**src/rtl/apb_usrt_ctrl.sv**
```systemverilog
// APB-slave USRT controller: programmable bit clock, TX/RX FIFOs, optional parity,
// sticky error flags and a level interrupt.
module apb_usrt_ctrl #(
    parameter int DATA_W     = 8,
    parameter int FIFO_DEPTH = 4
) (
    input  logic        pClk,
    input  logic        pReset,
    input  logic        pSelect,
    input  logic        pEnable,
    input  logic        pWrite,
    input  logic [1:0]  pAddress,
    input  logic [15:0] pWData,
    output logic [15:0] pRData,
    output logic        pReady,
    output logic        Tx,
    input  logic        Rx,
    output logic        uClk,
    output logic        irq
);
    localparam int AW = $clog2(FIFO_DEPTH);
    localparam int PW = AW + 1;
    localparam int CW = $clog2(DATA_W);

    typedef enum logic [2:0] {TxIdle, TxStart, TxData, TxParity, TxStop} txState_t;
    typedef enum logic [1:0] {RxIdle, RxData, RxParity, RxStop} rxState_t;

    logic [4:0]  ctrl;
    logic [15:0] divReg, halfDiv, baudCnt;
    logic        rxOverrun, parityErr, frameErr, txDrop;
    logic        en, parEn, parOdd, rxIe, errIe, enD;
    logic        wr, rd, tick, riseTick, fallTick;

    assign wr     = pSelect & pEnable & pWrite;
    assign rd     = pSelect & pEnable & ~pWrite;
    assign en     = ctrl[0];
    assign parEn  = ctrl[1];
    assign parOdd = ctrl[2];
    assign rxIe   = ctrl[3];
    assign errIe  = ctrl[4];
    // Disabling takes effect on the CTRL write edge so Tx/uClk are idle from the next cycle.
    assign enD    = (wr && pAddress == 2'd2) ? pWData[0] : en;
    assign pReady = 1'b1;

    assign tick     = enD && (baudCnt == halfDiv);
    assign riseTick = tick & ~uClk;
    assign fallTick = tick & uClk;

    always_ff @(posedge pClk or posedge pReset) begin
        if (pReset) begin
            baudCnt <= '0;
            uClk    <= 1'b0;
            halfDiv <= '0;
        end else if (!enD) begin
            baudCnt <= '0;
            uClk    <= 1'b0;
            halfDiv <= divReg;
        end else if (tick) begin
            baudCnt <= '0;
            uClk    <= ~uClk;
            halfDiv <= divReg;
        end else begin
            baudCnt <= baudCnt + 16'd1;
        end
    end

    // TX FIFO
    logic [DATA_W-1:0] txMem [FIFO_DEPTH];
    logic [PW-1:0]     txWp, txRp;
    logic              txEmpty, txFull, txPushReq, txPush, txPop;
    logic [DATA_W-1:0] txHead;
    txState_t          txState;

    assign txEmpty   = (txWp == txRp);
    assign txFull    = (txWp[AW] != txRp[AW]) && (txWp[AW-1:0] == txRp[AW-1:0]);
    assign txHead    = txMem[txRp[AW-1:0]];
    assign txPushReq = wr && (pAddress == 2'd0);
    assign txPop     = fallTick && (txState == TxIdle || txState == TxStop) && !txEmpty;
    assign txPush    = txPushReq && (!txFull || txPop);

    always_ff @(posedge pClk or posedge pReset) begin
        if (pReset) begin
            txWp <= '0;
            txRp <= '0;
        end else begin
            if (txPush) txWp <= txWp + 1'b1;
            if (txPop)  txRp <= txRp + 1'b1;
        end
    end

    always_ff @(posedge pClk) begin
        if (txPush) txMem[txWp[AW-1:0]] <= pWData[DATA_W-1:0];
    end

    // TX FSM
    logic [DATA_W-1:0] txShift;
    logic              txPar;
    logic [CW-1:0]     txCnt;

    always_ff @(posedge pClk or posedge pReset) begin
        if (pReset) begin
            txState <= TxIdle;
            Tx      <= 1'b1;
            txShift <= '0;
            txPar   <= 1'b0;
            txCnt   <= '0;
        end else if (!enD) begin
            txState <= TxIdle;
            Tx      <= 1'b1;
        end else if (fallTick) begin
            case (txState)
                TxIdle, TxStop: begin
                    if (!txEmpty) begin
                        txShift <= txHead;
                        txPar   <= ^txHead;
                        Tx      <= 1'b0;
                        txState <= TxStart;
                    end else begin
                        Tx      <= 1'b1;
                        txState <= TxIdle;
                    end
                end
                TxStart: begin
                    Tx      <= txShift[0];
                    txShift <= txShift >> 1;
                    txCnt   <= '0;
                    txState <= TxData;
                end
                TxData: begin
                    if (txCnt == CW'(DATA_W - 1)) begin
                        if (parEn) begin
                            Tx      <= txPar ^ parOdd;
                            txState <= TxParity;
                        end else begin
                            Tx      <= 1'b1;
                            txState <= TxStop;
                        end
                    end else begin
                        Tx      <= txShift[0];
                        txShift <= txShift >> 1;
                        txCnt   <= txCnt + 1'b1;
                    end
                end
                TxParity: begin
                    Tx      <= 1'b1;
                    txState <= TxStop;
                end
                default: begin
                    Tx      <= 1'b1;
                    txState <= TxIdle;
                end
            endcase
        end
    end

    // RX FSM
    rxState_t          rxState;
    logic [DATA_W-1:0] rxShift;
    logic [CW-1:0]     rxCnt;
    logic              rxParErr, rxStopTick, rxPushReq, frameSet, paritySet;

    assign rxStopTick = riseTick && (rxState == RxStop);
    assign rxPushReq  = rxStopTick && Rx && !rxParErr;
    assign frameSet   = rxStopTick && !Rx;
    assign paritySet  = rxStopTick && rxParErr;

    always_ff @(posedge pClk or posedge pReset) begin
        if (pReset) begin
            rxState  <= RxIdle;
            rxShift  <= '0;
            rxCnt    <= '0;
            rxParErr <= 1'b0;
        end else if (!enD) begin
            rxState <= RxIdle;
        end else if (riseTick) begin
            case (rxState)
                RxIdle: begin
                    if (!Rx) begin
                        rxState  <= RxData;
                        rxCnt    <= '0;
                        rxParErr <= 1'b0;
                    end
                end
                RxData: begin
                    rxShift <= {Rx, rxShift[DATA_W-1:1]};
                    if (rxCnt == CW'(DATA_W - 1)) rxState <= parEn ? RxParity : RxStop;
                    else rxCnt <= rxCnt + 1'b1;
                end
                RxParity: begin
                    rxParErr <= (^rxShift) ^ Rx ^ parOdd;
                    rxState  <= RxStop;
                end
                default: rxState <= RxIdle;
            endcase
        end
    end

    // RX FIFO
    logic [DATA_W-1:0] rxMem [FIFO_DEPTH];
    logic [PW-1:0]     rxWp, rxRp;
    logic              rxEmpty, rxFull, rxPush, rxPop, overrunSet;
    logic [DATA_W-1:0] rxHead;

    assign rxEmpty    = (rxWp == rxRp);
    assign rxFull     = (rxWp[AW] != rxRp[AW]) && (rxWp[AW-1:0] == rxRp[AW-1:0]);
    assign rxHead     = rxMem[rxRp[AW-1:0]];
    assign rxPop      = rd && (pAddress == 2'd0) && !rxEmpty;
    assign rxPush     = rxPushReq && (!rxFull || rxPop);
    assign overrunSet = rxPushReq && rxFull && !rxPop;

    always_ff @(posedge pClk or posedge pReset) begin
        if (pReset) begin
            rxWp <= '0;
            rxRp <= '0;
        end else begin
            if (rxPush) rxWp <= rxWp + 1'b1;
            if (rxPop)  rxRp <= rxRp + 1'b1;
        end
    end

    always_ff @(posedge pClk) begin
        if (rxPush) rxMem[rxWp[AW-1:0]] <= rxShift;
    end

    // Registers and sticky flags; a set on the same edge as a clear wins.
    logic statusClr;
    assign statusClr = wr && (pAddress == 2'd1);

    always_ff @(posedge pClk or posedge pReset) begin
        if (pReset) begin
            ctrl      <= '0;
            divReg    <= '0;
            rxOverrun <= 1'b0;
            parityErr <= 1'b0;
            frameErr  <= 1'b0;
            txDrop    <= 1'b0;
        end else begin
            if (wr && pAddress == 2'd2) ctrl   <= pWData[4:0];
            if (wr && pAddress == 2'd3) divReg <= pWData;
            rxOverrun <= overrunSet | (rxOverrun & ~(statusClr & pWData[4]));
            parityErr <= paritySet | (parityErr & ~(statusClr & pWData[5]));
            frameErr  <= frameSet | (frameErr & ~(statusClr & pWData[6]));
            txDrop    <= (txPushReq & ~txPush) | (txDrop & ~(statusClr & pWData[8]));
        end
    end

    logic txBusy;
    assign txBusy = (txState != TxIdle);
    assign irq = (rxIe & ~rxEmpty) | (errIe & (rxOverrun | parityErr | frameErr | txDrop));

    always_comb begin
        pRData = '0;
        if (pSelect && !pWrite) begin
            case (pAddress)
                2'd0: if (!rxEmpty) pRData = 16'(rxHead);
                2'd1: pRData = {7'b0, txDrop, txBusy, frameErr, parityErr, rxOverrun,
                                rxFull, rxEmpty, txFull, txEmpty};
                2'd2: pRData = {11'b0, ctrl};
                default: pRData = divReg;
            endcase
        end
    end
endmodule

```
**config.mk**
```make
export PLATFORM = sky130hd
export DESIGN_NAME = apb_usrt_ctrl
export DESIGN_NICKNAME = d
export VERILOG_FILES = /design/src/rtl/apb_usrt_ctrl.sv
export SDC_FILE = /design/constraint.sdc
export NUM_CORES = 1
export LEC_CHECK = 0
export CELL_PAD_IN_SITES_DETAIL_PLACEMENT = 0
export CELL_PAD_IN_SITES_GLOBAL_PLACEMENT = 2
export CORE_UTILIZATION = 40
export DETAILED_ROUTE_END_ITERATION = 12
export PLACE_DENSITY = 0.79
export SYNTH_ARGS = -nofsm -noshare
export SYNTH_HDL_FRONTEND = slang
export SYNTH_SLANG_ARGS = --single-unit
```
**constraint.sdc**
```tcl
create_clock -name pClk -period 3.7 [get_ports pClk]
set_input_delay 0.555 -clock pClk [delete_from_list [all_inputs] [get_ports pClk]]
set_output_delay 0.555 -clock pClk [all_outputs]
set_load 0.03 [all_outputs]
```
==> results of run 1 <==
-- logic make-up (layout without fill, tap and decap cells) --
kind of cell | Yosys count | in the layout | share of synthesized area [%]
compound gates | 50 | 50 | 4.56
xor+xnor | 62 | 62 | 6.97
fa+ha+maj | 20 | 20 | 3.21
buf+inv | 43 | 105 | 2.52
flops | 164 | 164 | 56.8
mux | 89 | 89 | 15.0
other cells | 1 | 1 | 0.0481
simple gates | 151 | 151 | 10.9
-- metrics by stage --
step	std cells	setup slack [ps]	hold slack [ps]
floorplan	580	528	459
global placement	870	456	474
detailed placement	870	401	476
CTS	902	98.8	494
global route	902	160	515
finish	902	368	493
-- where the power goes --
part / internal, mW / leakage (nW) / switching, mW
sequential: 2.06 / 1.83 / 0.206
combinational: 0.390 / 1.51 / 0.366
clock: 0.903 / 0.280 / 0.824
total: 3.35 / 3.62 / 1.40
-- cells in the final DEF (no fill, tap or decap), types with 12 or more instances in the layout --
cell | Yosys | routed
clkdlybuf4s50_1 | 0 | 37
xnor2_1 | 31 | 31
ha_1 | 20 | 20
clkbuf_16 | 0 | 17
and2_1 | 12 | 12
mux2_2 | 63 | 63
buf_4 | 2 | 15
o21ai_0 | 14 | 14
xor2_1 | 31 | 31
nand2_1 | 32 | 32
nand3_1 | 12 | 12
nor2_1 | 42 | 42
mux4_2 | 16 | 16
dfrtp_1 | 99 | 98
inv_1 | 18 | 17
edfxtp_1 | 64 | 64
-- path summary, 6_finish.rpt --
kind / start / endpoint / cells past startpoint
setup reg to reg: baudCnt[1]$_DFF_PP0_ / txMem[1][5]$_DFFE_PP_ / 6
hold reg to reg: rxRp[2]$_DFFE_PP0P_ / rxRp[2]$_DFFE_PP0P_ / 1
min in group asynchronous: pReset / rxCnt[0]$_DFFE_PP0P_ / 2
hold / removal: rxRp[2]$_DFFE_PP0P_ / rxRp[2]$_DFFE_PP0P_ / 1
setup / recovery: txRp[1]$_DFFE_PP0P_ / pRData[1] / 6
max in group asynchronous: pReset / Tx$_DFFE_PP1P_ / 3
-- cells in the mapped netlist (all sizes together), types with 2 or more instances --
cell / instances / area [µm²]
dfrtp: 99 / 2480
edfxtp: 64 / 1920
mux2: 63 / 709
nor2: 42 / 158
nand2: 32 / 120
xnor2: 31 / 272
xor2: 31 / 272
ha: 20 / 250
inv: 19 / 71.3
mux4: 16 / 360
buf: 15 / 90.1
nand3: 15 / 90.1
o21ai: 14 / 70.1
a21oi: 12 / 63.8
and2: 12 / 75.1
and3: 11 / 68.8
mux2i: 10 / 100
a211oi: 9 / 72.6
clkbuf: 9 / 35.0
nor3b: 9 / 78.8
nor4: 7 / 86.3
nor3: 6 / 30.0
nand4: 4 / 46.3
o41ai: 4 / 53.8
nand2b: 3 / 18.8
a22o: 2 / 17.5
a311o: 2 / 20.0
and4: 2 / 17.5
o21a: 2 / 15.0
o311ai: 2 / 17.5
or3: 2 / 12.5
-- flip-flops by register name, summed over array words and instances (netlist names), 2 cells and up --
signal / flops
txState: 3
txRp: 3
baudCnt: 16
txCnt: 3
rxCnt: 3
rxShift: 8
divReg: 16
txWp: 3
halfDiv: 16
ctrl: 5
rxRp: 3
rxMem: 32
txMem: 32
rxState: 2
rxWp: 3
txShift: 8
-- worst max-delay path: stages (launching register included) --
cell and delay [ps]:
dfrtp_1 570, xnor2_1 300, nand2_1 70, nor2_1 280, mux2i_1 130, a211oi_1 270, clkdlybuf4s50_1 720
-- layer usage --
| layer | wire, µm | vias up | share of wire (%) |
|---|---|---|---|
| met4 | 316 | 0 | 1.9 |
| met5 | 0 | - | 0 |
| met3 | 380 | 17 | 2.3 |
| met1 | 7780 | 2319 | 47 |
| met2 | 7970 | 67 | 48 |
| li1 | - | 2186 | - |
-- area by class of cell --
class | instances | share of cell area, %
Multi-Input combinational cell | 373 | 34.8
Inverter | 19 | 0.811
Timing Repair Buffer | 54 | 5.75
Tap cell | 260 | 3.57
Sequential cell | 164 | 48.6
Clock inverter | 15 | 1.72
Clock buffer | 17 | 4.67
-- repair_timing --
action / in CTS / in global routing
endpoints found under the setup margin: 0 / 1
buffers inserted: 0 / 0
gates resized for setup: 0 / 1
==> results.md, run 1 <==
* Syn nets at 624
* Worst-Skew Late Latency at 430 ps
* FFs w/ async S/R, synth at 61.0%
* Clk_skew at 8.44 ps
* Cell Area, Synth at 7790 µm²
* Ys Warns at 0
* Dpl cell area at 8520 µm²
* Setup violations, final at 0
* Area of the multi-input gates at ~3200 µm²
* Fin. max-slew vios at 0
* # fillers at 1714
* Final Net Count at 673
* Initial Util at 41.3%
* Design Area, Final at 9100 µm²
* Die width at 142 µm
* CTS root buf: clkbuf_16
* Worst setup SP type: flip-flop
* RSZ-0062 raised after global routing: no
* LEAKAGE at ~3.6 nW
* Critical path arrival at 2780 ps
* Site Rows at 50
* CTS buffer count at 17
* DR pass1 iterations at 4
* Max Buffers Root-to-Sink at 2
* Setup CP Type: reg2out
* Pwr Density at about 520 nW/µm²
* Routed vias/inst at just over 5
* Routed WL at 16500 µm
* Placer Congestion at 0.773
* Worst Path Max Fanout at 11
* Wirelength per Cell at 18.2 µm
* First-pass GRT wire length at 27100 µm
* Vias in the first global route at between 4000 and 5000
* Outcome: finished clean
* Reg clk slew, reported paths at ~70 ps
* Total power at 4.75 mW
* Avg Inst Size Synth at 13.4 µm²
* Post-synth EDFFs at 64
* Met2 usage at 29.1%
* Slew margin rel. at 49.8%
* # port buffers at 42
* Met3 Resource Use GR at 3.41%
* Final Util at 48.2%
* Die Y at between 100 and 150 µm
* CTS tree: yes
* Core area at 18900 µm²
* Die area at 20000 µm²
* Post-DRT Antenna Nets at 0
* Crit share post-route at 90.1%
* H-Tree Depth at 4
* Area grow syn2layout at 16.8%
* Register bit count reported by yosys at 164
* Post-CTS Hold Fix Bufs at 0
* Final Hold Vio Count at 0
* Fmax at 300 MHz
* VDD IR max at 0.000363 V
* WP data required at about 3100 ps
* Register area share after synthesis at a little under three fifths
* Clock sinks at 164
* GRT Total Usage at 18.0%
* Layer carrying the most global-route usage: met2
* Pin count of the biggest net entering global routing at 58
* Gr ovfl total at 0
* Final Critical Period at 3330 ps
* Initial antenna violation count at 0
* Share of layout cells above drive strength 1 at 22.6%
* CP endpoint kind: primary output
* Io pins at 44
* Grt met1 use at 24.2%
* Netlist cell types at 56
* Setup tns final at 0 ps
* R2R setup slack at approximately 840 ps
* Vias post-DR at about 4600
* Slew @ Worst Pin at 752 ps
* Maxcap violations at 0
* Antenna cell count at 0
* Register area at 4430 µm²
* Predominant post-synthesis flop cell: dfrtp_1
* DP Wirelength at roughly 12000 µm
* HP Class: reg2reg
* Iteration-0 DRC Markers at 251
* Mapped Cells at 580
* Residual DRC at 0
(Power assumes the default switching activity.)
==> inputs of run 2 (changes only) <==
--- a/config.mk
+++ b/config.mk
@@ -9,7 +9,8 @@
 export CELL_PAD_IN_SITES_GLOBAL_PLACEMENT = 2
 export CORE_UTILIZATION = 40
 export DETAILED_ROUTE_END_ITERATION = 12
-export PLACE_DENSITY = 0.79
+export DONT_BUFFER_PORTS = 1
+export PLACE_DENSITY = 0.78
 export SYNTH_ARGS = -nofsm -noshare
 export SYNTH_HDL_FRONTEND = slang
 export SYNTH_SLANG_ARGS = --single-unit
==> constraint.sdc (replaced) <==
create_clock -name pClk -period 2.9 [get_ports pClk]
set_input_delay 0.435 -clock pClk [delete_from_list [all_inputs] [get_ports pClk]]
set_output_delay 0.435 -clock pClk [all_outputs]
set_load 0.03 [all_outputs]
==> results.md, run 2 (synthesized netlist as in run 1, its figures left out) <==
* DP Wirelength at 11500 µm (-3.3%)
* WP data required at 2470 ps (-670 ps)
* Pwr Density at 688 nW/µm² (+32%)
* Gr ovfl total at 0 (unchanged)
* Setup violations, final at 0 (unchanged)
* CP cell instances: buf_4 > mux4_2 > nor3b_1 > a211oi_1 > a211oi_1 > buf_4
* Max stage delay on crit path at 450 ps (-270 ps)
* Worst r2r path cells at 6 (unchanged)
* Post-DRT Antenna Nets at 0 (unchanged)
* Gate power share at 17.0% (+1.1 points)
* Register area at 4430 µm² (unchanged)
* Critical path arrival at 2300 ps (-480 ps)
* Switching power at 1.71 mW (+22%)
* Post-CTS sizing at 2 (+2)
* Clk_skew at 12.3 ps (+3.89 ps)
* Wirelength per Cell at 18.3 µm (+0.15%)
* Routed WL at 16000 µm (-2.6%)
* DR pass1 iterations at 4 (unchanged)
* Clock sinks at 164 (unchanged)
* R2R setup slack at 200 ps (-640 ps)
* Site Rows at 50 (unchanged)
* GRT Total Usage at 17.7% (-0.33 points)
* Area of the multi-input gates at 3190 µm² (+0.43%)
* Post-CTS Hold Fix Bufs at 0 (unchanged)
* Crit path depth at 6 (unchanged)
* RSZ-0062 raised after global routing: no
* Area grow syn2layout at 13.3%
* Antenna cell count at 0 (unchanged)
* Die area at 20000 µm² (unchanged)
* Flop pwr share at 46.7% (-1.0 points)
* Worst slack at placement at 182 ps (-219 ps)
* Io pins at 44 (unchanged)
* Pin count of the biggest net entering global routing at 101 (+74%)
* Slew margin rel. at 60.7% (+11 points)
* Core area at 18900 µm² (unchanged)
* LEAKAGE at 3.59 nW (-0.79%)
* Initial Util at 41.3% (unchanged)
* CP endpoint kind: primary output
* CTS buffer count at 17 (unchanged)
* # fillers at 1745 (+1.8%)
* Worst-Skew Late Latency at 430 ps (about the same)
* Worst r2r src: baudCnt[2]$_DFF_PP0_
* First-pass GRT wire length at 26400 µm (-2.4%)
* Fin. max-slew vios at 0 (unchanged)
* Top delay family on crit path: flip-flops
* Worst setup SP type: flip-flop
* Most common cell after layout, fill and taps aside: dfrtp_1
* Worst Path Max Fanout at 8 (-3)
* Final Critical Period at 2730 ps
* H-Tree Depth at 4 (unchanged)
* Setup tns final at 0 ps (unchanged)
* Slew @ Worst Pin at 585 ps (-167 ps)
* Die Y at 142 µm (unchanged)
* Crit share post-route at 94.1%
* Placer Congestion at 0.785 (+1.6%)
* CTS root buf: clkbuf_16
* Vias in the first global route at 4756 (-1.2%)
* Outcome: finished clean
* Initial antenna violation count at 0 (unchanged)
* Maxcap violations at 0 (unchanged)
* Min Hold Slack at 36.6 ps (-456 ps)
* VDD IR max at 0.000402 V (+11%)
* Worst R2R End: txMem[0][1]$_DFFE_PP_
* Commonest non-fill, non-tap cells in the layout: 98 x dfrtp_1, 64 x edfxtp_1, 63 x mux2_2, 42 x nor2_1, 32 x nand2_1
* Final Net Count at 648 (-3.7%)
* Clock power frac at 36.3% (about the same)
* Max Buffers Root-to-Sink at 2 (unchanged)
* Setup ws final at 170 ps (-198 ps)
* Final Hold Vio Count at 0 (unchanged)
* CTS tree: yes
* CP max-delay cell: dfrtp_2
* HP Class: in2async
* Vias post-DR at 4555 (-0.74%)
* Iteration-0 DRC Markers at 170 (-32%)
* # port buffers at 0 (-100%)
* Share of layout cells above drive strength 1 at 25.9% (+3.3 points)
* Postcts setup bufs at 0 (unchanged)
* Fmax at about 370 MHz
* Setup CP Type: reg2out
* Int Pwr at 4.37 mW (+30%)
* Worst Path Buf+Inv at 2 (+1)
* Die width at 142 µm (unchanged)
* Reg clk slew, reported paths at 70 ps (about the same)
* Routed vias/inst at 5.19 (+2.1%)
* Residual DRC at 0 (unchanged)
* Switching Fraction at 28.1% (-1.3 points)
==> run 2: changes by cell type in the layout (fill, tap and decap cells not counted), sizes merged <==
cell	previous run	this run
clkinv	4	3
clkinvlp	2	3
bufinv	0	1
inv	28	27
clkdlybuf4s50	37	0
buf	17	29
==> run 2: through the flow <==
| step | power (mW) | area [µm²] | util, % | std cells |
|---|---|---|---|---|
| after CTS | 6.17 | 8820 | 46.7 | 877 |
| after global routing | 6.40 | 8830 | 46.7 | 877 |
| after detailed placement | 3.92 | 8230 | 43.5 | 845 |
| after floorplan | 3.64 | 7800 | - | 580 |
| after global placement | 3.90 | 8230 | 43.5 | 845 |
| final | 6.08 | 8830 | 46.7 | 877 |
==> run 2: cell type report <==
cell class / count / area share, %
flip-flops and latches: 164 / 50.1
multi-input cells: 373 / 36.1
clock buffers: 17 / 4.82
well taps: 260 / 3.68
repair buffers: 29 / 2.61
clock inverters: 15 / 1.81
inverters: 19 / 0.850
==> run 2: metal layers <==
| layer | GRT usage [%] | vias up | share of wire (%) |
|---|---|---|---|
| li1 | - | 2146 | - |
| met1 | 22.6 | 2337 | 45 |
| met2 | 29.2 | 60 | 50 |
| met3 | 4.76 | 12 | 3.6 |
| met4 | 5.66 | 0 | 1.1 |
| met5 | 0 | - | 0 |
==> run 2: worst max-delay path by stage <==
stage | from | to | slack, ps
finish | rxRp[0]$_DFFE_PP0P_ | pRData[1] | 170
floorplan | rxRp[0]$_DFFE_PP0P_ | pRData[2] | 280
CTS | rxRp[0]$_DFFE_PP0P_ | pRData[1] | 40
global placement | baudCnt[2]$_DFF_PP0_ | rxMem[2][7]$_DFFE_PP_ | 290
global route | rxRp[0]$_DFFE_PP0P_ | pRData[2] | 9
detailed placement | baudCnt[2]$_DFF_PP0_ | txMem[1][0]$_DFFE_PP_ | 180
==> run 2: power by group through the flow <==
| stage | clock [mW] | combinational, mW | sequential (mW) |
|---|---|---|---|
| global route | 2.38 | 1.15 | 2.87 |
| finish | 2.21 | 1.03 | 2.84 |
| detailed placement | 0 | 1.04 | 2.88 |
| CTS | 2.28 | 1.05 | 2.84 |
| floorplan | 0 | 0.843 | 2.80 |
| global placement | 0 | 1.02 | 2.87 |
==> run 2: worst reg2reg max path: stages (launching register included) <==
cell and delay [ps]:
dfrtp_1 430, xor2_1 160, nor4_1 470, and4_1 350
nand4_4 200, a21oi_2 340, and2_1 410
